### src/rtl/dec_to_bcd_key_encoder_v.sv
// Decimal keypad to BCD encoder: synchronizes and debounces ten active-low key
// lines, priority-encodes the highest active key and hands each press out once.
module dec_to_bcd_key_encoder_v #(
  parameter int DEBOUNCE_CYCLES = 4
) (
  input  logic i_clk,
  input  logic i_n_rst,
  input  logic i_n_0,
  input  logic i_n_1,
  input  logic i_n_2,
  input  logic i_n_3,
  input  logic i_n_4,
  input  logic i_n_5,
  input  logic i_n_6,
  input  logic i_n_7,
  input  logic i_n_8,
  input  logic i_n_9,
  input  logic i_ready,
  output logic o_a,
  output logic o_b,
  output logic o_c,
  output logic o_d,
  output logic o_valid,
  output logic o_multi
);

  localparam int CW = $clog2(DEBOUNCE_CYCLES + 1);
  localparam logic [CW-1:0] CNT_LAST = CW'(DEBOUNCE_CYCLES - 1);

  typedef enum logic [1:0] {
    IDLE,
    DEBOUNCE,
    PRESENT,
    WAIT_RELEASE
  } state_t;

  logic [9:0] n_raw;
  logic [9:0] n_meta;
  logic [9:0] n_sync;
  logic [9:0] active;

  assign n_raw = {i_n_9, i_n_8, i_n_7, i_n_6, i_n_5,
                  i_n_4, i_n_3, i_n_2, i_n_1, i_n_0};

  // Synchronizer flops reset to 1 so a reset never looks like a key press.
  // NOTE: sequential state uses non-blocking assignments so every flop samples
  // the pre-edge value of its neighbours, which keeps the two stages distinct.
  always_ff @(posedge i_clk or negedge i_n_rst) begin
    if (!i_n_rst) begin
      n_meta <= '1;
      n_sync <= '1;
    end else begin
      n_meta <= n_raw;
      n_sync <= n_meta;
    end
  end

  assign active = ~n_sync;

  logic [3:0] enc_code;
  logic       enc_any;
  logic       enc_multi;

  // Ascending scan: the last active index seen is the highest, so it wins.
  // NOTE: every always_comb output gets a default first; a path that leaves one
  // unassigned would infer a latch.
  always_comb begin
    enc_code  = '0;
    enc_any   = 1'b0;
    enc_multi = 1'b0;
    for (int i = 0; i < 10; i++) begin
      if (active[i]) begin
        if (enc_any) enc_multi = 1'b1;
        enc_any  = 1'b1;
        enc_code = 4'(i);
      end
    end
  end

  state_t        state_q, state_n;
  logic [CW-1:0] cnt_q, cnt_n;
  logic [CW-1:0] rcnt_q, rcnt_n;
  logic [3:0]    cand_q, cand_n;
  logic [3:0]    code_q, code_n;
  logic          multi_q, multi_n;
  logic          valid_q, valid_n;

  always_ff @(posedge i_clk or negedge i_n_rst) begin
    if (!i_n_rst) begin
      state_q <= IDLE;
      cnt_q   <= '0;
      rcnt_q  <= '0;
      cand_q  <= '0;
      code_q  <= '0;
      multi_q <= 1'b0;
      valid_q <= 1'b0;
    end else begin
      state_q <= state_n;
      cnt_q   <= cnt_n;
      rcnt_q  <= rcnt_n;
      cand_q  <= cand_n;
      code_q  <= code_n;
      multi_q <= multi_n;
      valid_q <= valid_n;
    end
  end

  always_comb begin
    state_n = state_q;
    cnt_n   = cnt_q;
    rcnt_n  = rcnt_q;
    cand_n  = cand_q;
    code_n  = code_q;
    multi_n = multi_q;
    valid_n = valid_q;

    unique case (state_q)
      IDLE: begin
        if (enc_any) begin
          cand_n  = enc_code;
          cnt_n   = CW'(1);
          rcnt_n  = '0;
          state_n = DEBOUNCE;
        end
      end

      DEBOUNCE: begin
        if (enc_any && (enc_code == cand_q)) begin
          if (cnt_q == CNT_LAST) begin
            code_n  = cand_q;
            multi_n = enc_multi;
            valid_n = 1'b1;
            cnt_n   = '0;
            state_n = PRESENT;
          end else begin
            cnt_n = cnt_q + 1'b1;
          end
        end else begin
          // Bounce, release or a different key: start over silently.
          cnt_n   = '0;
          state_n = IDLE;
        end
      end

      PRESENT: begin
        // Key activity is ignored here; only the consumer can end the present.
        if (i_ready) begin
          valid_n = 1'b0;
          rcnt_n  = '0;
          state_n = WAIT_RELEASE;
        end
      end

      WAIT_RELEASE: begin
        if (enc_any) begin
          rcnt_n = '0;
        end else if (rcnt_q == CNT_LAST) begin
          rcnt_n  = '0;
          cnt_n   = '0;
          state_n = IDLE;
        end else begin
          rcnt_n = rcnt_q + 1'b1;
        end
      end

      default: begin
        state_n = IDLE;
      end
    endcase
  end

  assign o_a     = code_q[0];
  assign o_b     = code_q[1];
  assign o_c     = code_q[2];
  assign o_d     = code_q[3];
  assign o_multi = multi_q;
  assign o_valid = valid_q;

endmodule

### config.mk
export PLATFORM = sky130hd
export DESIGN_NAME = dec_to_bcd_key_encoder_v
export DESIGN_NICKNAME = d
export VERILOG_FILES = /design/src/rtl/dec_to_bcd_key_encoder_v.sv
export SDC_FILE = /design/constraint.sdc
export NUM_CORES = 1
export LEC_CHECK = 0
export ABC_AREA = 1
export CORE_MARGIN = 4
export CORE_UTILIZATION = 40
export DETAILED_ROUTE_END_ITERATION = 12
export PLACE_DENSITY = 0.59
export SYNTH_ARGS = -nofsm -noshare
export SYNTH_HDL_FRONTEND = slang
export SYNTH_SLANG_ARGS = --single-unit
### constraint.sdc
create_clock -name i_clk -period 2.6 [get_ports i_clk]
set_input_delay 0.52 -clock i_clk [delete_from_list [all_inputs] [get_ports i_clk]]
set_output_delay 0.52 -clock i_clk [all_outputs]
set_load 0.03 [all_outputs]
==> impl.org, run 1 <==
** Yosys
- Sequential area share after synthesis :: between 60% and 70%
- The Yosys step of the flow raised 0 warnings.
- Synth unique cells :: 28
- After synthesis the cells add up to between 0.0015 and 0.002 sq mm.
- Cells after synthesis :: ~160
- In this run, synthesis produced a sequential element count of 38.
- Top-area cell type share of the netlist area :: 32.3%
- Dividing the synthesized area by the synthesized cell count gives ~10 sq um.
- Top cell type by total area after synthesis :: sky130_fd_sc_hd__dfstp_2
- Main area contributors after synthesis :: sky130_fd_sc_hd__dfstp_2 32%, sky130_fd_sc_hd__dfrtp_1 28%, sky130_fd_sc_hd__nand2_1 9.2%
- Synthesis produced a netlist with a net count of 178.

** Clock network
- Buffers inserted to repair hold after CTS numbered 0.
- CTS sink count :: 38
- CTS tree :: yes
- Root Buffer :: sky130_fd_sc_hd__clkbuf_8
- Maximum clock insertion buffer count :: 2
- After clock tree synthesis, the clock-pin slew on the worst setup and hold paths is about 0.07 ns.
- Buffers inserted during clock tree synthesis total 5.
- Post-CTS Setup Repair Bufs :: 0
- The H-tree was split into 2 levels.
- Post-cts resize count :: 0
- At the later pin of the worst-skew pair, clock insertion delay measures ~0.28 ns.

** Timing
- Worst rel slew slack :: a little under half
- Fin worst setup slack :: 0.593 ns
- For the final routed database, the setup TNS stands at 0 ns.
- Clock skew on the completed layout was measured at roughly 0.0026 ns.
- For the pin with the worst max-slew slack, the measured transition is 0.782 ns.
- Setup violations remaining at the end of the flow were counted as 0.
- Peak Freq :: about 500 MHz
- Final critical path time including I/O delays and setup :: ~2 ns
- Hold Violations, Final :: 0
- After layout, the worst path uses roughly 77% of the clock period.
- Setup repair after global routing missed its margin :: no
- Count of final max-slew check failures :: 0

** Floorplanning
- Effective utilization at floorplan :: a little over two fifths
- Number of rows in the core area :: 22
- The floorplan step defined a core boundary enclosing 0.00380 sq mm.
- Die X :: roughly 72 microns
- The die covers around 0.005 sq mm.
- Num ports :: 19
- Die H :: between 70 and 80 microns

** Routing
- DRC viols :: 0
- The detailed router finished its first iteration with 84 violations.
- Via count :: ~1100
- Total length of routed wires :: ~2.6 mm
- Via count normalized by instance count :: 4.73
- Final ANT Viol Nets :: 0
- Detail-routed net length per standard cell :: 10.9 microns
- First-pass iteration count of the detailed router :: 4

** Power
- The clock network burns approximately a quarter of the power.
- The internal portion of the total power is 1.06 mW.
- Logic gate share of total power :: between 20% and 30%
- Net load switching power :: roughly 0.5 mW
- The worst-case IR drop observed on VDD is ~0.0004 V.
- Net switching is 31.9% of the power.
- Pwr dens :: between 800 and 900 mW/mm^2
- Relative contribution of sequential cells to total power :: slightly below 50%
- The analysis attributes to cell leakage a power of roughly 0.89 nW.

** Global routing
- The number of global-route vias before repair came to between 1000 and 1500.
- Entering global routing, the biggest net connects 39 pins.
- Global-route wire length before repair :: roughly 4.6 mm
- Grt total ovfl :: 0
- The number of antenna violations at the first check in global routing came to 0.
- Global router's overall resource usage :: between 10% and 20%

** Placed design
- # port buffers :: 18
- At the placement stage, the worst setup path has a slack of around 0.58 ns.
- Detailed placement ended at an HPWL of ~1.9 mm.
- At the end of routability-driven placement, the weighted congestion stood at just under 0.8.

** Critical path
- The worst setup path is of the reg -> reg kind.
- In this run the critical register-to-register path is launched from n_sync[6]$_DFF_PN1_.
- At the worst endpoint, the arrival time is approximately 2.2 ns.
- The worst setup path is launched from a flop.
- In this run the worst setup path begins at n_sync[6]$_DFF_PN1_.
- Following the worst setup path forward leads to its endpoint at code_q[1]$_DFFE_PN0P_.
- Critical register-to-register path endpoint :: code_q[1]$_DFFE_PN0P_
- For the worst flop-to-flop path, the logic depth is 13.
- STA puts the critical path data required time at roughly 2.8 ns.
- Top fanout value on the critical path :: 12
- The worst setup path is captured at a flop.
- Slack of the worst reg-to-reg path :: just under 0.6 ns

** Cells and area
- Of the cells placed in the final design, the portion with a size suffix greater than 1 is approximately 26%.
- Inserted Diodes :: 0
- The filler cells instantiated in the layout total 350.
- Area grow syn2layout :: 19.4%
- Net total in the final layout :: ~200

** Worst hold path
- The tightest min-delay check is of the in -> async type.

** Run
- Max-cap violations in this run came to 0.

** Status
- The flow ran to the end, and the final reports show no timing, DRC or antenna violations.
## stage by stage
| step | utilization, % | power, mW | area [sq um] | hold slack (ns) | instances |
|---|---|---|---|---|---|
| after floorplan | - | 1.03 | 1630 | 0.224 | 163 |
| after global placement | 48.7 | 1.17 | 1850 | 0.346 | 228 |
| after detailed placement | 48.7 | 1.18 | 1850 | 0.347 | 228 |
| after CTS | 51.1 | 1.59 | 1940 | 0.346 | 236 |
| after global routing | 51.1 | 1.68 | 1940 | 0.358 | 236 |
| final | 51.1 | 1.56 | 1940 | 0.312 | 236 |
## how the worst min path moves through the flow
stage | to | slack, ns | depth (start not counted)
after detailed placement | n_sync[1]$_DFF_PN1_ | 0.35 | 0
final | state_q[0]$_DFFE_PN0P_ | 0.31 | 1
after floorplan | async pin | 0.22 | 0
after CTS | state_q[0]$_DFFE_PN0P_ | 0.35 | 1
after global placement | n_sync[2]$_DFF_PN1_ | 0.35 | 0
after global routing | n_sync[3]$_DFF_PN1_ | 0.36 | 0
## layer usage
layer / share of wire, % / vias to the layer above / track usage, %
li1: - / 570 / -
met1: 43 / 519 / 12.1
met3: 5.3 / 2 / 4.49
met2: 51 / 26 / 20.2
met4: 0.35 / 0 / 4.38
met5: 0 / - / 0
## kinds of logic (layout without fill, tap and decap cells)
family	Yosys count	in the layout	synth area share, %
adders and majority gates	2	2	1.54
AOI/OAI and AO/OA	29	29	12.1
DFF	38	38	60.0
buffers and inverters	21	46	5.62
and+or+nand+nor	73	73	20.7
## power by group through the flow
| stage | Clock [mW] | Combinational [mW] | Sequential (mW) |
|---|---|---|---|
| finish | 0.401 | 0.397 | 0.763 |
| global route | 0.451 | 0.451 | 0.774 |
| CTS | 0.419 | 0.404 | 0.762 |
| global placement | 0 | 0.401 | 0.768 |
| detailed placement | 0 | 0.404 | 0.772 |
| floorplan | 0 | 0.224 | 0.810 |
## layout by cell type (no fill, tap or decap), drive strengths merged, types with 2 or more instances in the layout
master	n
a21oi	6
clkbuf	7
clkdlybuf4s50	17
clkinv	2
dfrtp	18
dfstp	20
ha	2
inv	19
nand2	48
nand3	7
nor2	15
o2111ai	2
o21ai	16
## sequential cells by signal, summed over array words and instances (netlist names), named ones only
name and flops:
state_q 1, n_meta 10, code_q 4, cnt_q 3, rcnt_q 3, n_sync 10
o_multi 1, o_valid 1, cand_q 4
## layout make-up
type / count / area (sq um) / share of cell area [%]
Sequential cell: 38 / 976 / 50.3
Multi-Input combinational cell: 104 / 558 / 28.8
Timing Repair Buffer: 18 / 175 / 9.03
Clock buffer: 7 / 86.3 / 4.45
Inverter: 20 / 80.1 / 4.13
Tap cell: 48 / 60.1 / 3.09
Clock inverter: 1 / 5.00 / 0.258
## worst max-delay path: stages (launching register included)
cell	delay [ns]
sky130_fd_sc_hd__dfstp_2	0.54
sky130_fd_sc_hd__nand2_1	0.14
sky130_fd_sc_hd__nor2_4	0.16
sky130_fd_sc_hd__nor2_1	0.05
sky130_fd_sc_hd__nand2_1	0.05
sky130_fd_sc_hd__nand2_1	0.04
sky130_fd_sc_hd__inv_1	0.05
sky130_fd_sc_hd__nand2_1	0.05
sky130_fd_sc_hd__nor2_2	0.09
sky130_fd_sc_hd__nand2_1	0.07
sky130_fd_sc_hd__nor2_2	0.13
sky130_fd_sc_hd__nand3_2	0.29
sky130_fd_sc_hd__nand2_1	0.17
sky130_fd_sc_hd__o21ai_2	0.06
## synth_stat cells
master and count:
sky130_fd_sc_hd__o2111ai_1 2, sky130_fd_sc_hd__o21ai_2 5, sky130_fd_sc_hd__inv_2 1, sky130_fd_sc_hd__o21ai_1 1, sky130_fd_sc_hd__dfrtp_1 18, sky130_fd_sc_hd__nor2_2 2
sky130_fd_sc_hd__ha_1 2, sky130_fd_sc_hd__inv_1 18, sky130_fd_sc_hd__a21oi_1 6, sky130_fd_sc_hd__a32o_1 1, sky130_fd_sc_hd__a21boi_0 1, sky130_fd_sc_hd__o21ai_0 10
sky130_fd_sc_hd__nor2_1 12, sky130_fd_sc_hd__o21bai_4 1, sky130_fd_sc_hd__nor2b_1 1, sky130_fd_sc_hd__a31oi_1 1, sky130_fd_sc_hd__nand3_1 6, sky130_fd_sc_hd__nand3_2 1
sky130_fd_sc_hd__nand4_1 1, sky130_fd_sc_hd__nand2_4 2, sky130_fd_sc_hd__nand2_2 6, sky130_fd_sc_hd__clkinv_4 1, sky130_fd_sc_hd__dfstp_2 20, sky130_fd_sc_hd__nand2_1 40
sky130_fd_sc_hd__nor2_4 1, sky130_fd_sc_hd__nor3_1 1, sky130_fd_sc_hd__o211ai_1 1, sky130_fd_sc_hd__buf_6 1
(Power assumes the default switching activity.)
==> run 2: changes to the inputs <==
==> constraint.sdc (replaced) <==
create_clock -name i_clk -period 1.9 [get_ports i_clk]
set_input_delay 0.38 -clock i_clk [delete_from_list [all_inputs] [get_ports i_clk]]
set_output_delay 0.38 -clock i_clk [all_outputs]
set_load 0.03 [all_outputs]
==> impl.org, run 2 (same netlist as run 1, synthesis figures left out) <==
** Routing
- The detailed router placed 1170 vias in this run.
- After detailed routing, the average wire length per cell comes to 11.8 microns.
- The detailed router finished its first iteration with 54 violations.
- Total length of routed wires :: 2.85 mm
- Final ANT Viol Nets :: 0
- Via count normalized by instance count :: 4.85
- DRC viols :: 0
- For this run, the detailed router's first-pass iteration total came to 4.

** Clock network
- CTS placed an instance of sky130_fd_sc_hd__clkbuf_8 at the clock tree root.
- The clock tree synthesis step divided the H-tree into 2 levels.
- Post-cts hold buffer count :: 0
- CTS tree :: yes
- The longest clock path from root to sink contains 2 buffers.
- Clock buffer count from CTS :: 5
- Insertion delay of the later-clocked pin in the worst-skew pair :: about 0.28 ns
- CTS sink count :: 38
- Clock-pin slew was measured on the worst setup and hold paths at roughly 0.070 ns.

** Global routing
- Entering global routing, the biggest net connects 39 pins.
- Global-route wire length before repair :: 4.93 mm
- Grt total ovfl :: 0
- The number of global-route vias before repair was roughly 1100.
- Antenna violations before repair :: 0
- Global router's overall resource usage :: between 10% and 20%

** Floorplanning
- The initial utilization of the core area, before any placement, comes to between 40% and 50%.
- The floorplan step set the die height to roughly 70 microns.
- DIE AREA :: 0.00515 sq mm
- Row generation in the floorplan step produced 22 rows.
- Num ports :: 19
- The die is between 70 and 80 microns wide.
- CORE AREA :: ~0.0038 sq mm

** Cells and area
- Most used cells in the layout excluding fill and tap cells :: 36 x sky130_fd_sc_hd__nand2_1, 20 x sky130_fd_sc_hd__dfstp_2, 18 x sky130_fd_sc_hd__inv_1
- Inserted Diodes :: 0
- Area grow syn2layout :: 24.1%
- Leaving out fill and tap cells, the most frequent cell in the layout is sky130_fd_sc_hd__nand2_1.
- Layout cells sized above 1 :: between 30% and 40%
- Final Instance Area :: between 0.002 and 0.0025 sq mm
- In the final layout, the registers with the most flip-flops are n_meta: 10 flops, n_sync: 10 flops.
- Net total in the final layout :: 207

** Timing
- Worst rel slew slack :: a little over two thirds
- For the finished layout, the period the worst path requires is 1.84 ns.
- For the pin with the worst max-slew slack, the measured transition is ~0.46 ns.
- Setup repair after global routing could not meet its margin everywhere.
- Period utilisation layout :: just under 100%
- Peak Freq :: around 540 MHz
- Hold Violations, Final :: 0
- Count of final max-slew check failures :: 0
- Number of setup violations in the final report :: 0
- Total Negative Setup Slacks :: 0 ns
- Worst clock skew :: ~0.0052 ns

** Critical path
- Arrival time of the worst setup path :: 2.02 ns
- The setup path with the least slack is of type reg -> reg.
- Top fanout value on the critical path :: 6
- STA classifies the critical path startpoint as a flop.
- CP endpoint kind :: flop
- Required time worst endpoint :: roughly 2.1 ns
- Critical path's largest stage delay :: around 0.58 ns
- Cells traversed along the worst timing path :: nand2_4 -> o21bai_4 -> nand2_2 -> nand2_2 -> nand2_2 -> nor2_2 -> nand2_2 -> nor2_4 -> nand3_4 -> nand2_2 -> o21ai_2
- Slowest cell on crit path :: sky130_fd_sc_hd__dfstp_2
- In this design, the critical path's most frequently occurring cell is sky130_fd_sc_hd__nand2_2.
- Counting cells, the worst reg-to-reg path comes to 11.

** Power
- Worst-case vdd ir drop :: 0.000489 V
- Pwr dens :: around 1100 mW/mm^2
- In this run the static leakage power is between 0.9 and 1 nW.
- Overall power of the completed layout :: 2.19 mW

** Worst hold path
- Path class of the lowest-slack min-delay path :: in -> async

** Placed design
- # port buffers :: 18
- Gp weighted congestion :: between 0.8 and 0.9
- Summing all placed instances gives a cell area of between 0.0015 and 0.002 sq mm.
- The wire-length estimate of the detail-placed layout is between 2 and 2.5 mm.

** Status
- The flow ran to the end, and the final reports show no timing, DRC or antenna violations.

** Run
- The tool flagged a number of max-cap violations equal to 0.
-- run 2: changes by cell type in the layout (fill, tap and decap cells not counted), moves of 2 or more --
cell	delta
sky130_fd_sc_hd__nand2_1	-4
sky130_fd_sc_hd__buf_4	+4
sky130_fd_sc_hd__nand2_2	+3
sky130_fd_sc_hd__nand3_4	+2
-- run 2: metrics by stage --
stage | hold slack [ns] | worst slack, ns | util [%] | instances
after floorplan | 0.0844 | 0.184 | - | 163
after CTS | 0.135 | 0.00224 | 51.9 | 239
after global placement | 0.345 | -0.00495 | 49.3 | 231
final | 0.122 | 0.0611 | 53.1 | 241
after global routing | 0.163 | -0.0798 | 53.1 | 241
after detailed placement | 0.347 | -0.0954 | 49.3 | 231
-- run 2: worst paths after layout --
kind	startpoint	end	slack [ns]
setup / recovery	n_sync[4]$_DFF_PN1_	code_q[2]$_DFFE_PN0P_	0.06
hold / removal	i_n_rst	rcnt_q[1]$_DFFE_PN0P_	0.12
setup reg to reg	n_sync[4]$_DFF_PN1_	code_q[2]$_DFFE_PN0P_	0.06
hold reg to reg	n_meta[2]$_DFF_PN1_	n_sync[2]$_DFF_PN1_	0.35
max in group asynchronous	i_n_rst	n_sync[4]$_DFF_PN1_	1.41
min in group i_clk	n_meta[2]$_DFF_PN1_	n_sync[2]$_DFF_PN1_	0.35
-- run 2: final cells by class --
cell class | instances | area, sq um
fill | 337 | 1780
tap | 48 | 60.1
timing repair buffer | 22 | 205
sequential | 38 | 977
clock inverter | 1 | 5.00
clock buffer | 7 | 86.3
multi-input combinational | 105 | 603
inverter | 20 | 80.1
-- run 2: routing by layer --
metal  routed length (microns)  GRT usage, %  vias up  share of wire [%]
li1                          -             -      584                  -
met1                      1170          13.8      560                 41
met2                      1500          21.0       19                 53
met3                       126          4.35        7                4.4
met4                        48          5.64        0                1.7
met5                         0             0        -                  0
-- run 2: repair_timing --
action                     4_1_cts  5_1_grt
setup buffers                    0        1
hold endpoints to repair         0        0
gates resized for setup          1        8
setup endpoints to repair        5       12
gates cloned                     0        1
pin swaps                        1        4
-- run 2: power breakdown --
group / total, mW / internal, mW / switching (mW)
Combinational: 0.593 / 0.229 / 0.364
Clock: 0.550 / 0.292 / 0.258
Sequential: 1.05 / 0.951 / 0.0991
Total: 2.19 / 1.47 / 0.721
-- run 2: worst max-delay path, delay by kind of cell, from the launching register on --
kind | cells | cell delay, ns
AO/OA/AOI/OAI | 2 | 0.20
AND/OR/NAND/NOR | 9 | 0.96
flip-flops | 1 | 0.58
